**src/rtl/led_pattern_gen.sv**
```systemverilog
// Multi-channel LED pattern generator: per-channel OFF/ON/BLINK/PWM with runtime
// reprogramming over a valid/ready config port and a global phase-align pulse.
`timescale 1ns/1ps

module led_pattern_gen #(
    parameter int NUM_CH         = 4,
    parameter int CNT_W          = 32,
    parameter int DEFAULT_PERIOD = 1000,
    localparam int CH_W          = (NUM_CH > 1) ? $clog2(NUM_CH) : 1
) (
    input  logic              clk,
    input  logic              rst,
    input  logic              enable,
    input  logic              sync,
    input  logic              cfg_valid,
    output logic              cfg_ready,
    input  logic [CH_W-1:0]   cfg_ch,
    input  logic [1:0]        cfg_mode,
    input  logic [CNT_W-1:0]  cfg_period,
    input  logic [CNT_W-1:0]  cfg_duty,
    output logic              cfg_err,
    output logic [NUM_CH-1:0] led,
    output logic [NUM_CH-1:0] wrap
);

    typedef enum logic [1:0] {
        MODE_OFF   = 2'd0,
        MODE_ON    = 2'd1,
        MODE_BLINK = 2'd2,
        MODE_PWM   = 2'd3
    } mode_t;

    logic cfg_accept;
    logic cfg_ch_ok;

    assign cfg_accept = cfg_valid && cfg_ready;
    assign cfg_ch_ok  = int'(cfg_ch) < NUM_CH;

    // NOTE: sequential state uses non-blocking assignments so every register
    // samples pre-edge values regardless of process evaluation order.
    always_ff @(posedge clk or posedge rst) begin
        if (rst) begin
            cfg_ready <= 1'b0;
            cfg_err   <= 1'b0;
        end else begin
            cfg_ready <= 1'b1;
            cfg_err   <= cfg_accept && !cfg_ch_ok;
        end
    end

    for (genvar i = 0; i < NUM_CH; i++) begin : g_ch
        mode_t            mode_q, mode_d;
        logic [CNT_W-1:0] period_q, period_d;
        logic [CNT_W-1:0] duty_q, duty_d;
        logic [CNT_W-1:0] cnt_q, cnt_d;
        logic             led_q, led_d;
        logic             wrap_q, wrap_d;
        logic [CNT_W-1:0] p_eff;
        logic [CNT_W-1:0] cnt_inc;
        logic             at_end;
        logic             wr_hit;
        logic             counting;

        assign wr_hit   = cfg_accept && cfg_ch_ok && (int'(cfg_ch) == i);
        assign counting = (mode_q == MODE_BLINK) || (mode_q == MODE_PWM);

        // A programmed period of zero behaves as one, so the counter stays at 0
        // and wraps on every enabled cycle.
        assign p_eff   = (period_q == '0) ? CNT_W'(1) : period_q;
        assign at_end  = (cnt_q == p_eff - CNT_W'(1));
        assign cnt_inc = at_end ? '0 : cnt_q + CNT_W'(1);

        // NOTE: every output of this block gets a default first, so no path
        // leaves a signal unassigned and no latch is inferred.
        always_comb begin
            mode_d   = mode_q;
            period_d = period_q;
            duty_d   = duty_q;
            cnt_d    = cnt_q;
            led_d    = led_q;
            wrap_d   = 1'b0;

            if (wr_hit) begin
                mode_d   = mode_t'(cfg_mode);
                period_d = cfg_period;
                duty_d   = cfg_duty;
                cnt_d    = '0;
                led_d    = (mode_t'(cfg_mode) == MODE_ON);
            end else if (sync && counting) begin
                cnt_d = '0;
                led_d = (mode_q == MODE_PWM) && (duty_q != '0);
            end else if (enable) begin
                unique case (mode_q)
                    MODE_OFF: begin
                        cnt_d = '0;
                        led_d = 1'b0;
                    end
                    MODE_ON: begin
                        cnt_d = '0;
                        led_d = 1'b1;
                    end
                    MODE_BLINK: begin
                        cnt_d  = cnt_inc;
                        wrap_d = at_end;
                        led_d  = led_q ^ at_end;
                    end
                    MODE_PWM: begin
                        cnt_d  = cnt_inc;
                        wrap_d = at_end;
                        led_d  = (cnt_inc < duty_q);
                    end
                    default: begin
                        cnt_d = '0;
                        led_d = 1'b0;
                    end
                endcase
            end
        end

        // NOTE: these per-channel registers are few and drive visible outputs,
        // so all of them are reset rather than left to power-up values.
        always_ff @(posedge clk or posedge rst) begin
            if (rst) begin
                mode_q   <= MODE_OFF;
                period_q <= CNT_W'(DEFAULT_PERIOD);
                duty_q   <= '0;
                cnt_q    <= '0;
                led_q    <= 1'b0;
                wrap_q   <= 1'b0;
            end else begin
                mode_q   <= mode_d;
                period_q <= period_d;
                duty_q   <= duty_d;
                cnt_q    <= cnt_d;
                led_q    <= led_d;
                wrap_q   <= wrap_d;
            end
        end

        assign led[i]  = led_q;
        assign wrap[i] = wrap_q;
    end

endmodule

```
**config.mk**
```make
export PLATFORM = sky130hd
export DESIGN_NAME = led_pattern_gen
export DESIGN_NICKNAME = d
export VERILOG_FILES = /design/src/rtl/led_pattern_gen.sv
export SDC_FILE = /design/constraint.sdc
export NUM_CORES = 1
export LEC_CHECK = 0
export CAP_MARGIN = 10
export CORE_MARGIN = 4
export CORE_UTILIZATION = 62
export CTS_CLUSTER_DIAMETER = 40
export DETAILED_ROUTE_END_ITERATION = 16
export DONT_BUFFER_PORTS = 1
export GPL_TIMING_DRIVEN = 0
export PLACE_DENSITY_LB_ADDON = 0.25
export SKIP_LAST_GASP = 1
export SYNTH_ARGS = -nofsm -noshare
export SYNTH_HDL_FRONTEND = slang
export SYNTH_SLANG_ARGS = --single-unit
```
**constraint.sdc**
```tcl
create_clock -name clk -period 31.7 [get_ports clk]
set_input_delay 9.51 -clock clk [delete_from_list [all_inputs] [get_ports clk]]
set_output_delay 9.51 -clock clk [all_outputs]
set_load 0.01 [all_outputs]
```
# Word level (Yosys, flattened, before mapping)
# Index checks and enable logic that the tools add are counted.
[totals]
register_bits = 401
in_bits = 73
out_inout_bits = 10
elab_cells = 159
[op_classes]
add_sub_neg = 8
magnitude_cmp = 4
n_eq_ne = 20
mux = 56
n_bitwise = 4
n_reduce_logical = 42
[op_table]
columns = ["operator", "n"]
rows = [
  ["$mux 32", 20],
  ["$pmux 32 s2", 4],
  ["$add 32x1->32 const B", 4],
  ["$eq 32x32->1", 4],
  ["$logic_not 32->1", 4],
  ["$lt 32x32->1", 4],
  ["$reduce_bool 32->1", 4],
  ["$sub 32x1->32 const B", 4],
  ["$mux 1", 28],
  ["$eq 2x2->1 const B", 10],
  ["$pmux 1 s4", 4],
  ["$reduce_or 2->1", 8],
  ["$logic_and 1x1->1", 13],
  ["$eq 2x1->1 const B", 6],
  ["$reduce_bool 3->1", 4],
  ["$logic_not 2->1", 5],
  ["$logic_or 1x1->1", 4],
  ["$xor 1x1->1", 4],
]

# Depth between registers and ports, before layout
# Gate-level depths: netlist (run 1).
[depth]
depth_word = 10
depth_mapped = 29
mapped_depth_nobuf = 23

# Worst setup path before layout (run 1)
# No wires, ideal clock.
[synth_path]
path_kind = "input port to flip-flop"
from = "input cfg_valid"
to = "register g_ch[3].duty_q[0]"
setup_ps = 125
arrival_time_ps = 10899
required_time_ps = 31575
slack_ps = 20676
cell_stages = 5
n_path_buf = 3
cell_sequence = "nand4_1 -> clkbuf_1 -> clkbuf_1 -> clkbuf_1 -> mux2_2"
[synth_between]
elab_chain_len = 2
[synth_rtl]
columns = ["item", "line", "rtl"]
rows = [
  ["from (decl)", "15", "input logic cfg_valid,"],
  ["$logic_and 1x1->1", "36", "assign cfg_accept = cfg_valid && cfg_ready;"],
  ["$logic_and 1x1->1", "64", "assign wr_hit = cfg_accept && cfg_ch_ok && (int'(cfg_ch) == i);"],
  ["to (signal assigned)", "133", "duty_q <= duty_d;"],
  ["to (decl)", "54", "logic [CNT_W-1:0] duty_q, duty_d;"],
]
# No other way between the ends.
# A chain may end at the register's enable or synchronous reset.

# Worst setup path in the final report (run 1)
[layout_path]
from = "input cfg_ch[0]"
to = "register g_ch[2].cnt_q[11]"
[layout_between]
elab_chain_len = 3
word_cells_on_any_way = 4
classes_between = "1 x eq/ne; 1 x mux; 2 x reduce/logical"
[layout_rtl]
columns = ["item", "line", "rtl"]
rows = [
  ["from (decl)", "17", "input logic [CH_W-1:0] cfg_ch,"],
  ["$eq 2x2->1 *", "64", ""],
  ["$logic_and 1x1->1 *", "64", ""],
  ["$reduce_bool 3->1 (no line) or $mux 32 (tied branches)", "n/a", ""],
  ["to (signal assigned)", "134", "cnt_q <= cnt_d;"],
  ["to (decl)", "55", "logic [CNT_W-1:0] cnt_q, cnt_d;"],
]
# Mark *: on every way between the ends. The rest lies on a longest branch, timed or not.

==> results of run 1 <==
[worst max-delay path, delay by kind of cell]
family	cells	cell delay, ps
AO/OA/AOI/OAI	1	260
AND/OR/NAND/NOR	2	780
buffers and inverters	3	1640
[cells in the final DEF (no fill, tap or decap), types with 24 or more instances in the layout]
cell                        synthesis  layout
sky130_fd_sc_hd__and3_1            52      52
sky130_fd_sc_hd__a21oi_1           86      86
sky130_fd_sc_hd__nand2_1          375     375
sky130_fd_sc_hd__inv_1            160     159
sky130_fd_sc_hd__a21o_1            35      35
sky130_fd_sc_hd__ha_1             132     132
sky130_fd_sc_hd__nor2_1           208     208
sky130_fd_sc_hd__nor3_1            75      75
sky130_fd_sc_hd__nor2b_1           33      33
sky130_fd_sc_hd__nor4_1            92      92
sky130_fd_sc_hd__xnor2_1          148     148
sky130_fd_sc_hd__clkbuf_1         154     159
sky130_fd_sc_hd__xor2_1           102     102
sky130_fd_sc_hd__or3_1             48      48
sky130_fd_sc_hd__a22o_1            58      58
sky130_fd_sc_hd__dfrtp_1          377     377
sky130_fd_sc_hd__clkbuf_16          0      71
sky130_fd_sc_hd__a31oi_1           84      84
sky130_fd_sc_hd__nand2b_1          29      29
sky130_fd_sc_hd__mux2_2           139     139
sky130_fd_sc_hd__dfstp_2           24      24
sky130_fd_sc_hd__nand4_1           78      78
sky130_fd_sc_hd__o21ai_0          129     129
sky130_fd_sc_hd__or4_1             27      27
sky130_fd_sc_hd__nand3_1           92      92
[metal layers]
layer / vias to the layer above / track usage, %
li1: 11300 / -
met1: 12100 / 52.2
met2: 1257 / 59.9
met3: 315 / 9.38
met4: 8 / 21.9
met5: - / 0
[flip-flops by register name, indices dropped and copies added (netlist names)]
register	flops
g_ch.cnt_q	128
g_ch.duty_q	128
g_ch.period_q	128
g_ch.mode_q	8
g_ch.led_q	4
g_ch.wrap_q	4
cfg_ready	1
[cells by family after synthesis]
family / synth area share, %
buffers and inverters: 5.12
multiplexers: 6.34
flip-flops: 37.2
AND/OR/NAND/NOR: 23.0
adder cells (fa/ha/maj): 6.11
AO/OA/AOI/OAI: 14.1
other: 0.0278
XOR/XNOR: 8.10
[where the power goes]
part | total [uW] | internal [uW] | switching [uW]
logic | 359 | 150 | 209
clock network | 778 | 492 | 286
registers | 679 | 591 | 88.0
[per-stage QoR]
step | instances | hold slack (ps) | power [uW] | utilization (%)
after floorplan | 3079 | 455 | 926 | -
after global placement | 3664 | 474 | 1010 | 64.5
after detailed placement | 3668 | 482 | 1030 | 64.7
after CTS | 3794 | 498 | 1810 | 70.3
after global routing | 3798 | 507 | 1900 | 70.3
final | 3811 | 496 | 1820 | 70.4
[area by class of cell]
class,instances,share of cell area [%]
tap,585,2.41
inverter,160,2.00
timing repair buffer,4,0.289
antenna,17,0.140
multi-input combinational,2325,51.4
clock buffer,83,6.24
clock inverter,43,1.77
buffer,193,2.58
sequential,401,33.2
[worst max path at each step]
stage | startpoint | end
after floorplan | rst | cfg_ready$_DFF_PP0_
after global placement | rst | g_ch[3].period_q[10]$_DFFE_PP0P_
after detailed placement | cfg_ch[0] | g_ch[2].cnt_q[11]$_DFFE_PP0P_
after CTS | cfg_ch[0] | g_ch[2].cnt_q[11]$_DFFE_PP0P_
after global routing | cfg_ch[0] | g_ch[2].cnt_q[14]$_DFFE_PP0P_
final | cfg_ch[0] | g_ch[2].cnt_q[11]$_DFFE_PP0P_
==> qor.yml, run 1 <==
r2r_cells: 26
tritoncts: "done"
placed_cell_area_um2: 27900
ctsRootBufferMaster: "sky130_fd_sc_hd__clkbuf_16"
power_per_cell_area_nw_per_um2: 59.8
detailroute.via_count: 24900
rr_endpoint: "g_ch[0].led_q$_DFFE_PP0P_"
min-delay-start: "g_ch[0].period_q[3]$_DFFE_PP1P_"
timing.final.ws_setup_ps: 20030
result_of_the_run: "completed"
slew_headroom_pct: 33.9
max-cap-violations: 0
total_wire_length_mm: 93.5
critical_path.endpoint_type: "register"
layout.nets: 3358
grt_start_max_net_pins: 141
ys_ff_latch: 401
antenna_found_initial: 15
power.leakage_uw: 0.0133
arrival_ps: 12190
floorplan.die_area_um2: 47000
cts_hold_buffers: 0
post_synth_num_cell_types: 80
worst_hold_path_type: "register to register"
via_per_inst: 6.54
globalRouteOverflowTotal: 0
clk_pin_slew_ps: 50
synth_common_cells: "sky130_fd_sc_hd__dfrtp_1, sky130_fd_sc_hd__nand2_1, sky130_fd_sc_hd__nor2_1"
timing.critical_path.cells: "nand4b_1 > clkbuf_1 > clkbuf_1 > nand2_1 > clkbuf_1 > a31oi_1"
post-synth-top-area-cell: "sky130_fd_sc_hd__dfrtp_1"
initialDrtViolationCount: 2747
sum_of_routed_wire_segments_on_met1_mm: 37.4
row_count: 76
setup.reg_to_reg.worst_slack_ps: 23580
pre_cts_ws_ps: 19530
worst-slew-pin-transition_ps: 983
die_width_um: 217
flow.area_growth_from_synthesis_pct: 12.2
design_area_um2: 30300
timing.final.crit_share_pct: 36.8
routed-wl-met3_mm: 9.09
num_io_pins: 83
resized_cells_post_cts: 0
hold_depth: 2
worst_hold_path_endpoint: "g_ch[0].period_q[3]$_DFFE_PP1P_"
filler_cell_count: 3367
r2r-start: "g_ch[0].period_q[15]$_DFFE_PP0P_"
yosysSeqAreaShare_pct: 37.2
hpwlAfterDp_mm: 68.4
highest_ir_drop_seen_on_vdd_v: 0.0000713
cpMaxStageDelayCell: "sky130_fd_sc_hd__clkbuf_1"
postSynthNetCount: 3284
clock_sink_count: 401
synth-edff-count: 0
cts.repair_timing.setup_buffer_count: 0
max-clock-path-buffers: 3
crit_required_ps: 32220
seq_area_um2: 10100
grt.total_usage_pct: 39.4
gp_congestion: 0.985
setup_viol: 0
topRoutingLayerUsed: "met5"
die_height_um: 217
routed_length_on_met2_mm: 40.7
ys_top_cells_by_area: "sky130_fd_sc_hd__dfrtp_1, sky130_fd_sc_hd__ha_1, sky130_fd_sc_hd__mux2_2, sky130_fd_sc_hd__nand2_1, sky130_fd_sc_hd__xnor2_1"
initial_core_util_pct: 62.8
footprint_of_the_multi_input_gates_um2: 15600
hold_viol_final: 0
core-area_um2: 43100
postSynthCellCount: 3079
final.setup.tns_ps: 0
first_pass_grt_wire_length_mm: 142
fmax_mhz: 85.7
grt_setup_unrepaired: "false"
synthFlopType: "sky130_fd_sc_hd__dfrtp_1"
clock-skew-final_ps: 33.3
startpoint_type_of_the_worst_setup_path: "input port"
synth_top_cell_area_share_pct: 34.9
ys.warnings.count: 0
synthArstFlopShare_pct: 100
cp_common_cell: "sky130_fd_sc_hd__clkbuf_1"
tritoncts.num_buffers: 68
post_synth.cell_area_avg_um2: 8.78
wire_per_inst_um: 24.5
share_of_layout_cells_above_drive_strength_1_pct: 10.7
drc: 0
critical_path.max_stage_delay_ps: 700
clk_latency_ps: 610
maximum_fanout_encountered_on_the_critical_timing_path: 10
synthMostInstantiatedCell: "sky130_fd_sc_hd__dfrtp_1"
final_max_slew_viol_count: 0
cts_htree_levels: 3
worstSetupPathType: "input port to register"
synth_area_um2: 27000
fin_crit_ps: 11670
grt_pass1_vias: 24100
ant_nets: 0
number_of_i_o_port_buffers: 0
firstDrtPassIters: 8
No activity file was read; power rests on OpenSTA's default activity.
==> inputs of run 2 (changes only) <==
--- a/config.mk
+++ b/config.mk
@@ -7,7 +7,7 @@
 export LEC_CHECK = 0
 export CAP_MARGIN = 10
 export CORE_MARGIN = 4
-export CORE_UTILIZATION = 62
+export CORE_UTILIZATION = 59
 export CTS_CLUSTER_DIAMETER = 40
 export DETAILED_ROUTE_END_ITERATION = 16
 export DONT_BUFFER_PORTS = 1
==> constraint.sdc (replaced) <==
create_clock -name clk -period 9.3 [get_ports clk]
set_input_delay 2.79 -clock clk [delete_from_list [all_inputs] [get_ports clk]]
set_output_delay 2.79 -clock clk [all_outputs]
set_load 0.01 [all_outputs]
==> qor.yml, run 2 (synthesis results as in run 1) <==
critPathTopFamily: "simple AND/OR/NAND/NOR gates"
clock-skew-final_ps: 27.9
most_frequent_standard_cell_in_the_layout_excluding_fill_and_tap_cells: "sky130_fd_sc_hd__dfrtp_1"
grt.met2_usage_pct: 56.7
resized_cells_post_cts: 0
power_frac_seq_pct: 37.2
clk_pin_slew_ps: 60
met3_usage_pct: 10.4
startpoint_type_of_the_worst_setup_path: "register"
timing.final.crit_share_pct: 87.8
maximum_fanout_encountered_on_the_critical_timing_path: 10
firstDrtPassIters: 6
design_area_um2: 30500
grt_pass1_vias: 23900
ctsRootBufferMaster: "sky130_fd_sc_hd__clkbuf_16"
internal_power_uw: 4180
final_max_slew_viol_count: 0
switching_share_pct: 32.5
max-cap-violations: 0
via_per_inst: 6.44
worstSetupPathType: "register to register"
tritoncts.num_buffers: 73
hold_viol_final: 0
critical_path.max_stage_delay_ps: 950
worst-slew-pin-transition_ps: 1070
core-area_um2: 45400
critical_path.endpoint_type: "register"
clk_latency_ps: 620
filler_cell_count: 3701
slew_headroom_pct: 28.4
ant_nets: 0
tritoncts: "done"
wire_per_inst_um: 24.4
final_core_utilization_pct: 67.2
num_io_pins: 83
worst_hold_path_type: "register to register"
cpMaxStageDelayCell: "sky130_fd_sc_hd__nor4_2"
floorplan.die_area_um2: 49300
row_count: 78
initialDrtViolationCount: 2746
placed_cell_area_um2: 28000
drc: 0
setup_viol: 0
first_pass_grt_wire_length_mm: 141
antenna_found_initial: 13
flow.area_growth_from_synthesis_pct: 12.8
total_wire_length_mm: 93.7
crit_required_ps: 9830
layout.nets: 3370
power_per_cell_area_nw_per_um2: 203
fin_crit_ps: 8170
cp_num_buf_inv: 3
grt_util_met1_pct: 47.9
cts_hold_buffers: 0
arrival_ps: 8700
top_regs: "g_ch.cnt_q (128), g_ch.duty_q (128), g_ch.period_q (128)"
combinational_group_share_of_total_power_pct: 19.7
grt_start_max_net_pins: 45
power_switching_uw: 2020
grt_most_used_layer: "met2"
clock_sink_count: 401
highest_ir_drop_seen_on_vdd_v: 0.000159
initial_core_util_pct: 59.6
hpwlAfterDp_mm: 67.9
fmax_mhz: 122
die_height_um: 222
max-clock-path-buffers: 3
p_clk_share_pct: 43.1
power.leakage_uw: 0.0134
result_of_the_run: "completed"
cts_htree_levels: 3
cts.repair_timing.setup_buffer_count: 0
layout_common_cells: "sky130_fd_sc_hd__dfrtp_1, sky130_fd_sc_hd__nand2_1, sky130_fd_sc_hd__nor2_1, sky130_fd_sc_hd__clkbuf_1, sky130_fd_sc_hd__inv_1"
die_width_um: 222
globalRouteOverflowTotal: 0
detailroute.via_count: 24800
grt_setup_unrepaired: "false"
grt.total_usage_pct: 37.1
gp_congestion: 0.970
share_of_layout_cells_above_drive_strength_1_pct: 11.0
number_of_i_o_port_buffers: 0
-- run 2: cell types whose count changed in the layout (fill, tap and decap cells not counted), sizes merged --
| cell | before | now |
|---|---|---|
| inv | 175 | 178 |
| clkbuf | 238 | 248 |
| buf | 42 | 48 |
| bufinv | 7 | 3 |
| clkinv | 15 | 14 |
| diode | 17 | 23 |
-- run 2: power groups by stage --
stage	Combinational (uW)	Clock [uW]	Sequential (uW)
after global routing	1360	2770	2340
after global placement	1140	0	2310
final	1220	2670	2310
after CTS	1210	2690	2290
after floorplan	937	0	2220
after detailed placement	1190	0	2310
-- run 2: final timing paths --
path,slack [ps],end,cells past startpoint,start
setup reg to reg,1130,g_ch[0].led_q$_DFFE_PP0P_,26,g_ch[0].period_q[15]$_DFFE_PP0P_
max in group asynchronous,6020,g_ch[1].period_q[5]$_DFFE_PP1P_,5,rst
hold reg to reg,500,g_ch[0].period_q[3]$_DFFE_PP1P_,2,g_ch[0].period_q[3]$_DFFE_PP1P_
hold / removal,500,g_ch[0].period_q[3]$_DFFE_PP1P_,2,g_ch[0].period_q[3]$_DFFE_PP1P_
setup / recovery,1130,g_ch[0].led_q$_DFFE_PP0P_,26,g_ch[0].period_q[15]$_DFFE_PP0P_
min in group asynchronous,2140,g_ch[2].cnt_q[27]$_DFFE_PP0P_,2,rst
-- run 2: worst register-to-register path, stage by stage, from the launching register on --
cell	delay, ps
sky130_fd_sc_hd__dfrtp_1	350
sky130_fd_sc_hd__clkbuf_1	200
sky130_fd_sc_hd__nor4_1	760
sky130_fd_sc_hd__nand4_1	490
sky130_fd_sc_hd__nor4_1	680
sky130_fd_sc_hd__nor2_1	90
sky130_fd_sc_hd__ha_1	250
sky130_fd_sc_hd__or3b_2	200
sky130_fd_sc_hd__clkbuf_1	350
sky130_fd_sc_hd__nor3_1	230
sky130_fd_sc_hd__a31oi_1	200
sky130_fd_sc_hd__a21oi_1	100
sky130_fd_sc_hd__a2111oi_0	290
sky130_fd_sc_hd__nand4_1	190
sky130_fd_sc_hd__nor4_2	950
sky130_fd_sc_hd__clkbuf_1	420
sky130_fd_sc_hd__nor2_1	140
sky130_fd_sc_hd__ha_1	330
sky130_fd_sc_hd__a21o_1	180
sky130_fd_sc_hd__a21o_1	180
sky130_fd_sc_hd__a21oi_1	140
sky130_fd_sc_hd__o211ai_1	150
sky130_fd_sc_hd__a211oi_1	430
sky130_fd_sc_hd__o211ai_1	200
sky130_fd_sc_hd__nor3b_1	220
sky130_fd_sc_hd__a211oi_1	150
sky130_fd_sc_hd__o211ai_1	230
-- run 2: layout make-up --
cell class              count  area, um2  area share (%)
plain buffers             193        783            2.57
flip-flops and latches    401      10100            33.0
inverters                 160        604            1.98
multi-input cells        2325      15600            51.1
clock buffers              92       2010            6.59
well taps                 600        751            2.46
diodes                     23       57.6           0.189
clock inverters            41        443            1.45
repair buffers             11        205           0.673
-- run 2: stage by stage --
step	hold WS, ps	setup WS (ps)	TNS (ps)	instances	total power, uW
floorplan	455	1130	0	3079	3160
global placement	475	-862	-305260	3679	3450
detailed placement	489	1400	0	3689	3510
CTS	496	1340	0	3822	6190
global route	524	423	0	3835	6470
finish	498	1130	0	3846	6200
-- run 2: routing by layer --
metal,vias up,routed length [um]
li1,11300,-
met1,12000,36800
met2,1218,41800
met3,285,9960
met4,6,5160
met5,-,51
